File: config.mk
export PLATFORM = sky130hd
export DESIGN_NAME = pipe_hazard_ctrl
export DESIGN_NICKNAME = d
export VERILOG_FILES = /design/src/rtl/pipe_pkg.sv /design/src/rtl/sat_counter.sv /design/src/rtl/pipe_hazard_ctrl.sv
export SDC_FILE = /design/constraint.sdc
export NUM_CORES = 1
export LEC_CHECK = 0
export CORE_ASPECT_RATIO = 0.8
export CORE_UTILIZATION = 53
export CTS_BUF_LIST = sky130_fd_sc_hd__clkbuf_16
export DETAILED_ROUTE_END_ITERATION = 7
export PLACE_DENSITY = 0.85
export SYNTH_ARGS = -nofsm -noshare
export SYNTH_HDL_FRONTEND = slang
export SYNTH_HIERARCHICAL = 1
export SYNTH_SLANG_ARGS = --single-unit
File: constraint.sdc
create_clock -name clk_i -period 6.9 [get_ports clk_i]
set_clock_uncertainty 0.1 [all_clocks]
set_input_delay 2.07 -clock clk_i [delete_from_list [all_inputs] [get_ports clk_i]]
set_output_delay 2.07 -clock clk_i [all_outputs]
set_load 0.01 [all_outputs]
File: src/rtl/pipe_pkg.sv
// Shared types for the pipeline hazard controller.
// Sel encodings, FSM states and the default watchdog limit.
package pipe_pkg;

    typedef enum logic [1:0] {
        SEL_LOAD = 2'b00,
        SEL_HOLD = 2'b01,
        SEL_CLR  = 2'b11
    } sel_e;

    typedef enum logic {
        ST_RUN     = 1'b0,
        ST_MC_WAIT = 1'b1
    } state_e;

    localparam int unsigned MC_TIMEOUT_DEF = 255;

    typedef struct packed {
        logic pc_en;
        sel_e if_id;
        sel_e id_ex;
        sel_e ex_mem;
        sel_e mem_wb;
    } ctrl_t;

    function automatic ctrl_t mk_ctrl(
        input logic pc,
        input sel_e a,
        input sel_e b,
        input sel_e c,
        input sel_e d
    );
        ctrl_t r;
        r.pc_en  = pc;
        r.if_id  = a;
        r.id_ex  = b;
        r.ex_mem = c;
        r.mem_wb = d;
        return r;
    endfunction

endpackage

File: src/rtl/sat_counter.sv
// Saturating up-counter with synchronous clear.
// Sticks at all-ones once reached.
module sat_counter #(
    parameter int unsigned W = 16
) (
    input  logic         clk_i,
    input  logic         rst_ni,
    input  logic         clr_i,
    input  logic         inc_i,
    output logic [W-1:0] cnt_o
);

    logic [W-1:0] cnt_q;

    always_ff @(posedge clk_i or negedge rst_ni) begin
        if (!rst_ni) begin
            cnt_q <= '0;
        end else if (clr_i) begin
            cnt_q <= '0;
        end else if (inc_i && (cnt_q != '1)) begin
            cnt_q <= cnt_q + 1'b1;
        end
    end

    assign cnt_o = cnt_q;

endmodule

File: src/rtl/pipe_hazard_ctrl.sv
// Pipeline hazard controller: stalls, bubbles and flushes for a 5-stage pipe.
// Multi-cycle EX ops are tracked by a two-state FSM guarded by a watchdog.
module pipe_hazard_ctrl
    import pipe_pkg::*;
#(
    parameter int unsigned MC_TIMEOUT = MC_TIMEOUT_DEF,
    parameter int unsigned CNT_W      = 16
) (
    input  logic             clk_i,
    input  logic             rst_ni,
    input  logic             flush_i,
    input  logic             mem_busy_i,
    input  logic             ex_mc_i,
    input  logic             ex_mc_done_i,
    input  logic             ex_br_taken_i,
    input  logic             ex_memrd_i,
    input  logic [4:0]       ex_rd_i,
    input  logic [4:0]       id_rs1_i,
    input  logic [4:0]       id_rs2_i,
    input  logic             id_use_rs1_i,
    input  logic             id_use_rs2_i,
    output logic             pc_en_o,
    output logic [1:0]       if_id_sel_o,
    output logic [1:0]       id_ex_sel_o,
    output logic [1:0]       ex_mem_sel_o,
    output logic [1:0]       mem_wb_sel_o,
    output logic [CNT_W-1:0] stall_cnt_o,
    output logic [CNT_W-1:0] flush_cnt_o,
    output logic             mc_timeout_o
);

    localparam int WAIT_W = (MC_TIMEOUT < 2) ? 1 : $clog2(MC_TIMEOUT + 1);
    localparam logic [WAIT_W-1:0] WAIT_LAST = WAIT_W'(MC_TIMEOUT - 1);

    state_e            state_q;
    state_e            state_d;
    logic [WAIT_W-1:0] wait_q;
    logic [WAIT_W-1:0] wait_d;
    logic              to_q;
    logic              to_d;

    logic  in_wait;
    logic  wait_last;
    logic  mc_stall;
    logic  load_use;
    logic  rs1_hit;
    logic  rs2_hit;
    logic  ev_flush;
    logic  ev_busy;
    logic  ev_mc;
    logic  ev_br;
    logic  ev_lu;
    logic  fire;
    ctrl_t ctrl;
    ctrl_t ctrl_out;

    assign in_wait   = (state_q == ST_MC_WAIT);
    assign wait_last = (wait_q == WAIT_LAST);

    // Once in MC_WAIT only done or the watchdog ends the stall.
    assign mc_stall = in_wait ? (!ex_mc_done_i && !wait_last)
                              : (ex_mc_i && !ex_mc_done_i);

    assign rs1_hit  = id_use_rs1_i && (id_rs1_i == ex_rd_i);
    assign rs2_hit  = id_use_rs2_i && (id_rs2_i == ex_rd_i);
    assign load_use = ex_memrd_i && (ex_rd_i != 5'd0) && (rs1_hit || rs2_hit);

    // One-hot events after priority masking.
    assign ev_flush = flush_i;
    assign ev_busy  = !flush_i && mem_busy_i;
    assign ev_mc    = !flush_i && !mem_busy_i && mc_stall;
    assign ev_br    = !flush_i && !mem_busy_i && !mc_stall && ex_br_taken_i;
    assign ev_lu    = !flush_i && !mem_busy_i && !mc_stall && !ex_br_taken_i
                      && load_use;

    assign fire = !flush_i && !mem_busy_i && in_wait
                  && !ex_mc_done_i && wait_last;

    always_comb begin
        ctrl = mk_ctrl(1'b1, SEL_LOAD, SEL_LOAD, SEL_LOAD, SEL_LOAD);
        unique case (1'b1)
            ev_flush: ctrl = mk_ctrl(1'b1, SEL_CLR, SEL_CLR, SEL_CLR, SEL_CLR);
            ev_busy:  ctrl = mk_ctrl(1'b0, SEL_HOLD, SEL_HOLD, SEL_HOLD, SEL_CLR);
            ev_mc:    ctrl = mk_ctrl(1'b0, SEL_HOLD, SEL_HOLD, SEL_CLR, SEL_LOAD);
            ev_br:    ctrl = mk_ctrl(1'b1, SEL_CLR, SEL_CLR, SEL_LOAD, SEL_LOAD);
            ev_lu:    ctrl = mk_ctrl(1'b0, SEL_HOLD, SEL_CLR, SEL_LOAD, SEL_LOAD);
            default:  ;
        endcase
    end

    always_comb begin
        state_d = state_q;
        wait_d  = wait_q;
        to_d    = to_q || fire;
        unique case (1'b1)
            ev_flush: begin
                state_d = ST_RUN;
                wait_d  = '0;
            end
            ev_busy: ;
            ev_mc: begin
                state_d = ST_MC_WAIT;
                wait_d  = in_wait ? (wait_q + 1'b1) : '0;
            end
            default: begin
                state_d = ST_RUN;
                wait_d  = '0;
            end
        endcase
    end

    always_ff @(posedge clk_i or negedge rst_ni) begin
        if (!rst_ni) begin
            state_q <= ST_RUN;
            wait_q  <= '0;
            to_q    <= 1'b0;
        end else begin
            state_q <= state_d;
            wait_q  <= wait_d;
            to_q    <= to_d;
        end
    end

    // Reset forces a frozen, cleared pipe regardless of inputs.
    assign ctrl_out = rst_ni ? ctrl
                             : mk_ctrl(1'b0, SEL_CLR, SEL_CLR, SEL_CLR, SEL_CLR);

    assign pc_en_o      = ctrl_out.pc_en;
    assign if_id_sel_o  = ctrl_out.if_id;
    assign id_ex_sel_o  = ctrl_out.id_ex;
    assign ex_mem_sel_o = ctrl_out.ex_mem;
    assign mem_wb_sel_o = ctrl_out.mem_wb;
    assign mc_timeout_o = to_q;

    sat_counter #(.W(CNT_W)) u_stall_cnt (
        .clk_i  (clk_i),
        .rst_ni (rst_ni),
        .clr_i  (1'b0),
        .inc_i  (!ctrl.pc_en),
        .cnt_o  (stall_cnt_o)
    );

    sat_counter #(.W(CNT_W)) u_flush_cnt (
        .clk_i  (clk_i),
        .rst_ni (rst_ni),
        .clr_i  (1'b0),
        .inc_i  (ev_flush || ev_br),
        .cnt_o  (flush_cnt_o)
    );

endmodule

# After elaboration in Yosys (flattened, before gate mapping)
# Cells that the tools add are included.
[word_totals]
regBits = 42
inputBits = 25
out_inout_bits = 42
wordCells = 48
[classes]
n_addsub = 3
eq_ne = 5
muxes = 6
n_reduce_logical = 29
[ops]
columns = ["operator", "count"]
rows = [
  ["one-hot mux 9 bit (5 select lines)", 1],
  ["adder 16 x 1 -> 16 bit, second input constant", 2],
  ["!= test 16 bit, second input constant", 2],
  ["logical AND 1 bit", 18],
  ["one-hot mux 8 bit (2 select lines)", 1],
  ["== test 5 bit", 2],
  ["two-way mux 9 bit", 1],
  ["adder 8 x 1 -> 8 bit, second input constant", 1],
  ["== test 8 bit, second input constant", 1],
  ["two-way mux 8 bit", 1],
  ["logical NOT 1 bit", 7],
  ["nonzero test 5 bit", 1],
  ["logical OR 1 bit", 3],
  ["one-hot mux 1 bit (2 select lines)", 1],
  ["two-way mux 1 bit", 1],
]

# Logic depth before layout (Yosys ltp)
# Gate-level depths: netlist of run 1.
[logic_depth]
depth_word = 11
ltp_mapped = 11
depth_no_buf = 9

# By module
# Netlist of run 1, hierarchy kept.
[by_module_without_submodules]
columns = ["module", "instances", "cells_per_inst", "area_per_inst_um2", "seq_area_each_um2"]
rows = [
  ["sat_counter", 2, 98, 942.2, 400.4],
  ["pipe_hazard_ctrl", 1, 93, 797.0, 250.2],
]

# Least setup slack after synthesis of run 1
# Ideal clock, no wire load.
[synth_path]
path_kind = "input port to output port"
start = "in ex_rd_i[4]"
end = "out if_id_sel_o[0]"
arrival_time_ns = 3.176
t_required_ns = 4.730
setup_slack_ns = 1.554
cell_stages = 5
n_path_buf = 1
cell_sequence = "xor2_1 -> nor4_1 -> a32oi_1 -> o2111ai_1 -> buf_4"
[synth_via]
elab_chain_cells = 7
word_cells_on_any_way = 11
classes_between = "eq/ne: 2; mux: 2; reduce/logical: 7"
[synth_lines]
columns = ["item", "line", "source"]
rows = [
  ["start: declaration", "pipe_hazard_ctrl.sv:17", "input logic [4:0] ex_rd_i,"],
  ["== test 5 bit, on equally long branches", "pipe_hazard_ctrl.sv:64, pipe_hazard_ctrl.sv:65", ""],
  ["logical AND 1 bit, on equally long branches", "pipe_hazard_ctrl.sv:64, pipe_hazard_ctrl.sv:65", ""],
  ["logical OR 1 bit", "pipe_hazard_ctrl.sv:66", "assign load_use = ex_memrd_i && (ex_rd_i != 5'd0) && (rs1_hit || rs2_hit);"],
  ["logical AND 1 bit (*)", "pipe_hazard_ctrl.sv:66", ""],
  ["logical AND 1 bit (*)", "pipe_hazard_ctrl.sv:74", "&& load_use;"],
  ["one-hot mux 9 bit (5 select lines) (*)", "pipe_hazard_ctrl.sv:81", "unique case (1'b1)"],
  ["two-way mux 9 bit (*)", "pipe_hazard_ctrl.sv:125", "assign ctrl_out = rst_ni ? ctrl"],
  ["end: declaration", "pipe_hazard_ctrl.sv:23", "output logic [1:0] if_id_sel_o,"],
]
# Every way passes the cells marked *; elsewhere a longest branch is shown, timed or not.

# Worst setup path in the final report of run 1
[layout_path]
start = "in ex_rd_i[0]"
end = "out id_ex_sel_o[0]"
[layout_via]
elab_chain_cells = 7
word_cells_on_any_way = 11
classes_between = "eq/ne: 2; mux: 2; reduce/logical: 7"
[layout_lines]
columns = ["item", "line", "source"]
rows = [
  ["== test 5 bit, on equally long branches", "pipe_hazard_ctrl.sv:64, pipe_hazard_ctrl.sv:65", ""],
  ["logical AND 1 bit, on equally long branches", "pipe_hazard_ctrl.sv:64, pipe_hazard_ctrl.sv:65", ""],
  ["logical OR 1 bit", "pipe_hazard_ctrl.sv:66", ""],
  ["logical AND 1 bit (*)", "pipe_hazard_ctrl.sv:66", ""],
  ["logical AND 1 bit (*)", "pipe_hazard_ctrl.sv:74", ""],
  ["one-hot mux 9 bit (5 select lines) (*)", "pipe_hazard_ctrl.sv:81", ""],
  ["two-way mux 9 bit (*)", "pipe_hazard_ctrl.sv:125", ""],
  ["end: declaration", "pipe_hazard_ctrl.sv:24", "output logic [1:0] id_ex_sel_o,"],
]
# Marked as above.

==> flow_summary.json, run 1 <==
{
  "status": "complete, no violations",
  "period_needed_ns": 6.425,
  "cp_max_fo": 4,
  "io_buffer_count": 66,
  "synthArstFlopShare_pct": 100.0,
  "die_area_mm2": 0.005349,
  "fmax_mhz": 155.6,
  "avgSynthCellArea_um2": 9.278,
  "ys_seq_area_share_pct": 39.20,
  "ys_seq_elements": 42,
  "synth-main-ff-cell": "dfrtp_1",
  "grt_usage_pct": 28.85,
  "hp-class": "reg2reg",
  "gp_congestion": 0.8719,
  "synth_edf_count": 0,
  "die_h_um": 65.62,
  "powerDensity_mw_per_mm2": 153.7,
  "grt_pass1_vias": 2430,
  "root_buffer": "clkbuf_16",
  "worstPathRequired_ns": 4.73,
  "htree_levels": 2,
  "hpwlAfterDp_mm": 4.951,
  "netlist_area_mm2": 0.002681,
  "ios": 67,
  "grt_max_degree": 44,
  "grt-ovfl-total": 0,
  "cts.sinks": 42,
  "drc": 0,
  "synth_common_cells": "dfrtp_1 (42), a21oi_1 (23), nand2_1 (23), o31ai_1 (14)",
  "yosysWarnings": 6,
  "yosys.area.top_type": "dfrtp_1",
  "ir_drop_uv": 104.0,
  "finalNetCount": 381,
  "hold_viol": 0,
  "insertedDiodeCount": 0,
  "rsz0062_at_grt": "no",
  "cts_resized": 0,
  "final.setup.tns_ns": 0,
  "setup_violations": 0,
  "stdcell_area_mm2": 0.003490,
  "drt-pass1-iter-count": 5,
  "drt-total-wl_mm": 7.005,
  "slew_violations": 0,
  "yosys.area.top_type_share_pct": 39.20,
  "clock_latency_ns": 0.28,
  "slew_headroom_pct": 40.73,
  "coreArea_mm2": 0.004735,
  "die-width_um": 81.52,
  "synth_cell_types": 46,
  "clk_pin_slew_ns": 0.05,
  "cts_buffers": 5,
  "worstSetupPathType": "in2out",
  "endpoint_kind": "output pin",
  "ant_nets": 0,
  "start_util_pct": 56.63,
  "vias": 2622,
  "wl_per_cell_um": 16.96,
  "syn_to_final_growth_pct": 30.14,
  "synth_most_common_cell": "dfrtp_1",
  "dpl-instance-area_mm2": 0.003352,
  "hold_ws_ns": 0.3641,
  "fin_crit_sh_pct": 93.11,
  "viasPerCell": 6.349,
  "num_rows": 22,
  "dr.first_iter.drc_count": 234,
  "worst_pin_slew_ns": 0.8825,
  "antenna_found_initial": 0,
  "cts_hold_buf": 0,
  "clk_path_buf_depth": 2,
  "p_total_w": 0.0005365,
  "final_core_util_pct": 73.71,
  "worstPathArrival_ns": 4.25,
  "cts_tree": "built",
  "p_leak_nw": 1.431,
  "grt_first_pass_wirelength_mm": 11.74,
  "synth_area_leaders": "dfrtp_1 (39%), a21oi_1 (4.3%), o31ai_1 (3.9%), mux2_1 (3.4%), or4_1 (3.4%)",
  "maxCapViolCount": 0,
  "postCtsSetupBuffers": 0,
  "synth_cells": 289,
  "startpoint_type": "input pin",
  "drive_gt1_share_pct": 8.499
}
==> power breakdown <==
group / total (W) / switching (W) / leakage (nW) / internal [W]
combinational: 0.0000629 / 0.0000341 / 0.775 / 0.0000288
clock: 0.000222 / 0.0000909 / 0.0724 / 0.000131
sequential: 0.000252 / 0.00000345 / 0.584 / 0.000249
==> critical path: stages <==
cell and delay, ns:
clkdlybuf4s50_1 0.49, xor2_1 0.19, nor4_1 0.39, a32oi_1 0.24, o2111ai_1 0.29, clkdlybuf4s50_1 0.58
==> layer usage <==
metal | global-route usage, % | part of all wire, % | wire [um]
met1 | 39.56 | 45 | 3139
met2 | 45.10 | 47 | 3297
met3 | 5.417 | 5.8 | 408
met4 | 10.49 | 2.3 | 160
met5 | 0 | 0 | 0
==> registers in the layout (all words and copies together), names as in the netlist <==
| name | count |
|---|---|
| in_wait | 1 |
| mc_timeout_o | 1 |
| u_flush_cnt/cnt_o | 16 |
| u_stall_cnt/cnt_o | 16 |
| wait_q | 8 |
==> final timing paths <==
check                                       startpoint                               end  slack [ns]  cells after the start
worst min register to register  mc_timeout_o$_DFF_PN0_            mc_timeout_o$_DFF_PN0_        0.36                      1
worst max-delay path                        ex_rd_i[0]                    id_ex_sel_o[0]        0.48                      6
worst min-delay path            mc_timeout_o$_DFF_PN0_            mc_timeout_o$_DFF_PN0_        0.36                      1
max in group asynchronous                       rst_ni               in_wait$_DFFE_PN0N_        4.52                      2
min in group asynchronous                       rst_ni  u_stall_cnt/cnt_o[3]$_DFFE_PN0P_        1.80                      2
worst max register to register   wait_q[0]$_DFFE_PN0N_  u_stall_cnt/cnt_o[3]$_DFFE_PN0P_        3.58                      9
==> layout by cell type (no fill, tap or decap), types with 2 or more instances in the layout <==
cell type,count
or3_2,2
o21ai_1,9
nor4_1,11
clkbuf_16,5
or4_1,12
nor4_4,2
conb_1,4
and4_2,4
inv_1,10
dfrtp_1,42
nor3_1,5
nand3b_1,2
nand4_2,2
xor2_1,9
xnor2_1,2
nand2_1,23
nor3b_1,3
o21ai_0,8
a21oi_1,23
clkdlybuf4s50_1,65
a21o_1,6
or4_2,4
nor2b_1,9
nand4_1,12
and3_1,7
o31ai_1,14
ha_1,4
or3_1,5
a211oi_2,2
nor2_1,12
o211ai_2,2
nand3_1,9
mux2_1,8
==> kinds of logic (layout without fill, tap and decap cells) <==
family | Yosys count | after routing | share of synthesized area [%]
flip-flops | 42 | 42 | 39.20
multiplexers | 8 | 8 | 3.360
other | 1 | 4 | 0.1399
XOR/XNOR | 11 | 11 | 3.593
buffers and inverters | 23 | 84 | 4.199
AO/OA/AOI/OAI | 73 | 73 | 18.43
adder cells (fa/ha/maj) | 4 | 4 | 1.867
AND/OR/NAND/NOR | 127 | 127 | 29.21
==> layout make-up <==
cell class | count | area [um2]
tap | 60 | 75.07
inverter | 9 | 33.78
multi-input combinational | 227 | 1529
clock buffer | 5 | 125.1
fill | 360 | 1245
timing repair buffer | 67 | 663.1
clock inverter | 3 | 12.51
sequential | 42 | 1051
==> through the flow <==
stage | std cells | worst slack, ns
final | 413 | 0.4753
after global routing | 413 | 0.3347
after CTS | 413 | 0.4570
after detailed placement | 405 | 0.4582
after global placement | 405 | 0.6450
after floorplan | 292 | 1.554
Note: power is estimated with default switching activity, not from simulation.
==> inputs of run 2 (changes only) <==
--- a/constraint.sdc
+++ b/constraint.sdc
@@ -3,3 +3,3 @@
 set_input_delay 2.07 -clock clk_i [delete_from_list [all_inputs] [get_ports clk_i]]
 set_output_delay 2.07 -clock clk_i [all_outputs]
-set_load 0.01 [all_outputs]
+set_load 0.05 [all_outputs]
==> flow_summary.json, run 2 (same netlist as run 1, synthesis figures left out) <==
{
  "wl_met3_um": 288,
  "hpwlAfterDp_mm": 4.789,
  "insertedDiodeCount": 0,
  "wl_per_cell_um": 16.45,
  "crit_family": "buffers and inverters",
  "slew_violations": 0,
  "worstSetupPathType": "in2out",
  "vias": 2537,
  "io_buffer_count": 66,
  "cp_max_fo": 3,
  "final_cell_mix": "clkdlybuf4s50_1 (65), dfrtp_1 (42), nand2_1 (23), a21oi_1 (23), o31ai_1 (14)",
  "hold_ws_ns": 0.3653,
  "path_common_cell": "clkdlybuf4s50_1",
  "ant_nets": 0,
  "die-width_um": 81.52,
  "crit_slowest_cell": "clkdlybuf4s50_1",
  "rsz0062_at_grt": "no",
  "path_cells": "clkdlybuf4s50_1, or4_1, o21ai_1, or3_1, o221a_2, clkdlybuf4s50_1",
  "syn_to_final_growth_pct": 30.14,
  "ir_drop_uv": 141.3,
  "wl_met1_mm": 3.199,
  "ios": 67,
  "final.setup.tns_ns": 0,
  "cts_buffers": 5,
  "dr.first_iter.drc_count": 144,
  "stdcell_area_mm2": 0.003490,
  "grt_usage_pct": 27.60,
  "holdCritStartpoint": "mc_timeout_o$_DFF_PN0_",
  "status": "complete, no violations",
  "cts_resized": 0,
  "startpoint_type": "input pin",
  "powerDensity_mw_per_mm2": 156.6,
  "routed-wl-met2_mm": 3.241,
  "worstPathRequired_ns": 4.73,
  "coreArea_mm2": 0.004735,
  "cts_tree": "built",
  "drc": 0,
  "num_rows": 22,
  "clock_latency_ns": 0.28,
  "p_leak_nw": 1.431,
  "setup_violations": 0,
  "path_buf_inv": 2,
  "grt-ovfl-total": 0,
  "start_util_pct": 56.63,
  "cts_hold_buf": 0,
  "p_total_w": 0.0005465,
  "viasPerCell": 6.143,
  "worst_pin_slew_ns": 0.8931,
  "die_area_mm2": 0.005349,
  "slowest_delay_ns": 0.80,
  "highest_layer": "met4",
  "final_cells": 413,
  "drt-total-wl_mm": 6.792,
  "drive_gt1_share_pct": 8.499,
  "htree_levels": 2,
  "placed_cells": 405,
  "worst_r2r_path_depth": 9,
  "grt_max_degree": 43,
  "slew_headroom_pct": 40.01,
  "fill_cells": 359,
  "cts.sinks": 42,
  "grt_first_pass_wirelength_mm": 11.25,
  "worstPathArrival_ns": 4.46,
  "hp-class": "reg2reg",
  "drt-pass1-iter-count": 4,
  "ff2ff_setup_slack_ns": 3.66,
  "r2r_start": "wait_q[0]$_DFFE_PN0N_",
  "postCtsSetupBuffers": 0,
  "regArea_mm2": 0.001051,
  "timing.rr.end": "u_stall_cnt/cnt_o[3]$_DFFE_PN0P_",
  "layout_commonest_cell": "clkdlybuf4s50_1",
  "gp_congestion": 0.8685,
  "clk_pin_slew_ns": 0.06,
  "root_buffer": "clkbuf_16",
  "hold_viol": 0,
  "multi_input_area_mm2": 0.001529,
  "dpl-instance-area_mm2": 0.003352,
  "die_h_um": 65.62,
  "endpoint_kind": "output pin",
  "period_needed_ns": 6.626,
  "grt_pass1_vias": 2314,
  "clk_path_buf_depth": 2,
  "fmax_mhz": 150.9,
  "maxCapViolCount": 0,
  "fin_crit_sh_pct": 96.03,
  "holdPathStages": 1,
  "finalNetCount": 381,
  "whs_endpoint": "mc_timeout_o$_DFF_PN0_",
  "antenna_found_initial": 0
}
## run 2: cell type report
type	instances	share of cell area (%)
clock buffers	5	3.586
clock inverters	3	0.3586
inverters	9	0.9681
multi-input cells	227	43.82
flip-flops and latches	42	30.12
well taps	60	2.151
repair buffers	67	19.00
## run 2: how the worst max path moves through the flow
stage	slack, ns	start	to	depth (start not counted)
floorplan	0.16	flush_i	id_ex_sel_o[1]	3
global placement	0.38	ex_rd_i[0]	pc_en_o	6
detailed placement	0.29	ex_rd_i[3]	pc_en_o	6
CTS	0.28	ex_rd_i[3]	pc_en_o	6
global route	0.20	ex_rd_i[3]	pc_en_o	6
finish	0.27	ex_rd_i[3]	pc_en_o	6
## run 2: stage by stage
step	util, %	worst slack [ns]
after floorplan	-	0.1554
after global routing	73.71	0.2042
after detailed placement	70.80	0.2910
final	73.71	0.2742
after global placement	70.80	0.3794
after CTS	73.71	0.2812
## run 2: worst reg2reg max path: stages, from the launching register on
cell and delay, ns:
dfrtp_1 0.47, inv_1 0.07, ha_1 0.23, and4_1 0.18
a311oi_2 0.39, nor2_1 0.17, o22ai_1 0.34, inv_1 0.36
or4_2 0.72, a21oi_1 0.16
## run 2: per-layer routing
layer  global-route usage (%)  vias to the layer above
li1                         -                     1233
met1                    39.81                     1232
met2                    41.77                       66
met3                    5.278                        6
met4                    7.813                        0
met5                        0                        -
## run 2: where the power goes
group          internal [W]  switching, W
sequential         0.000249    0.00000329
combinational     0.0000287     0.0000469
clock              0.000131     0.0000884
total              0.000408      0.000139
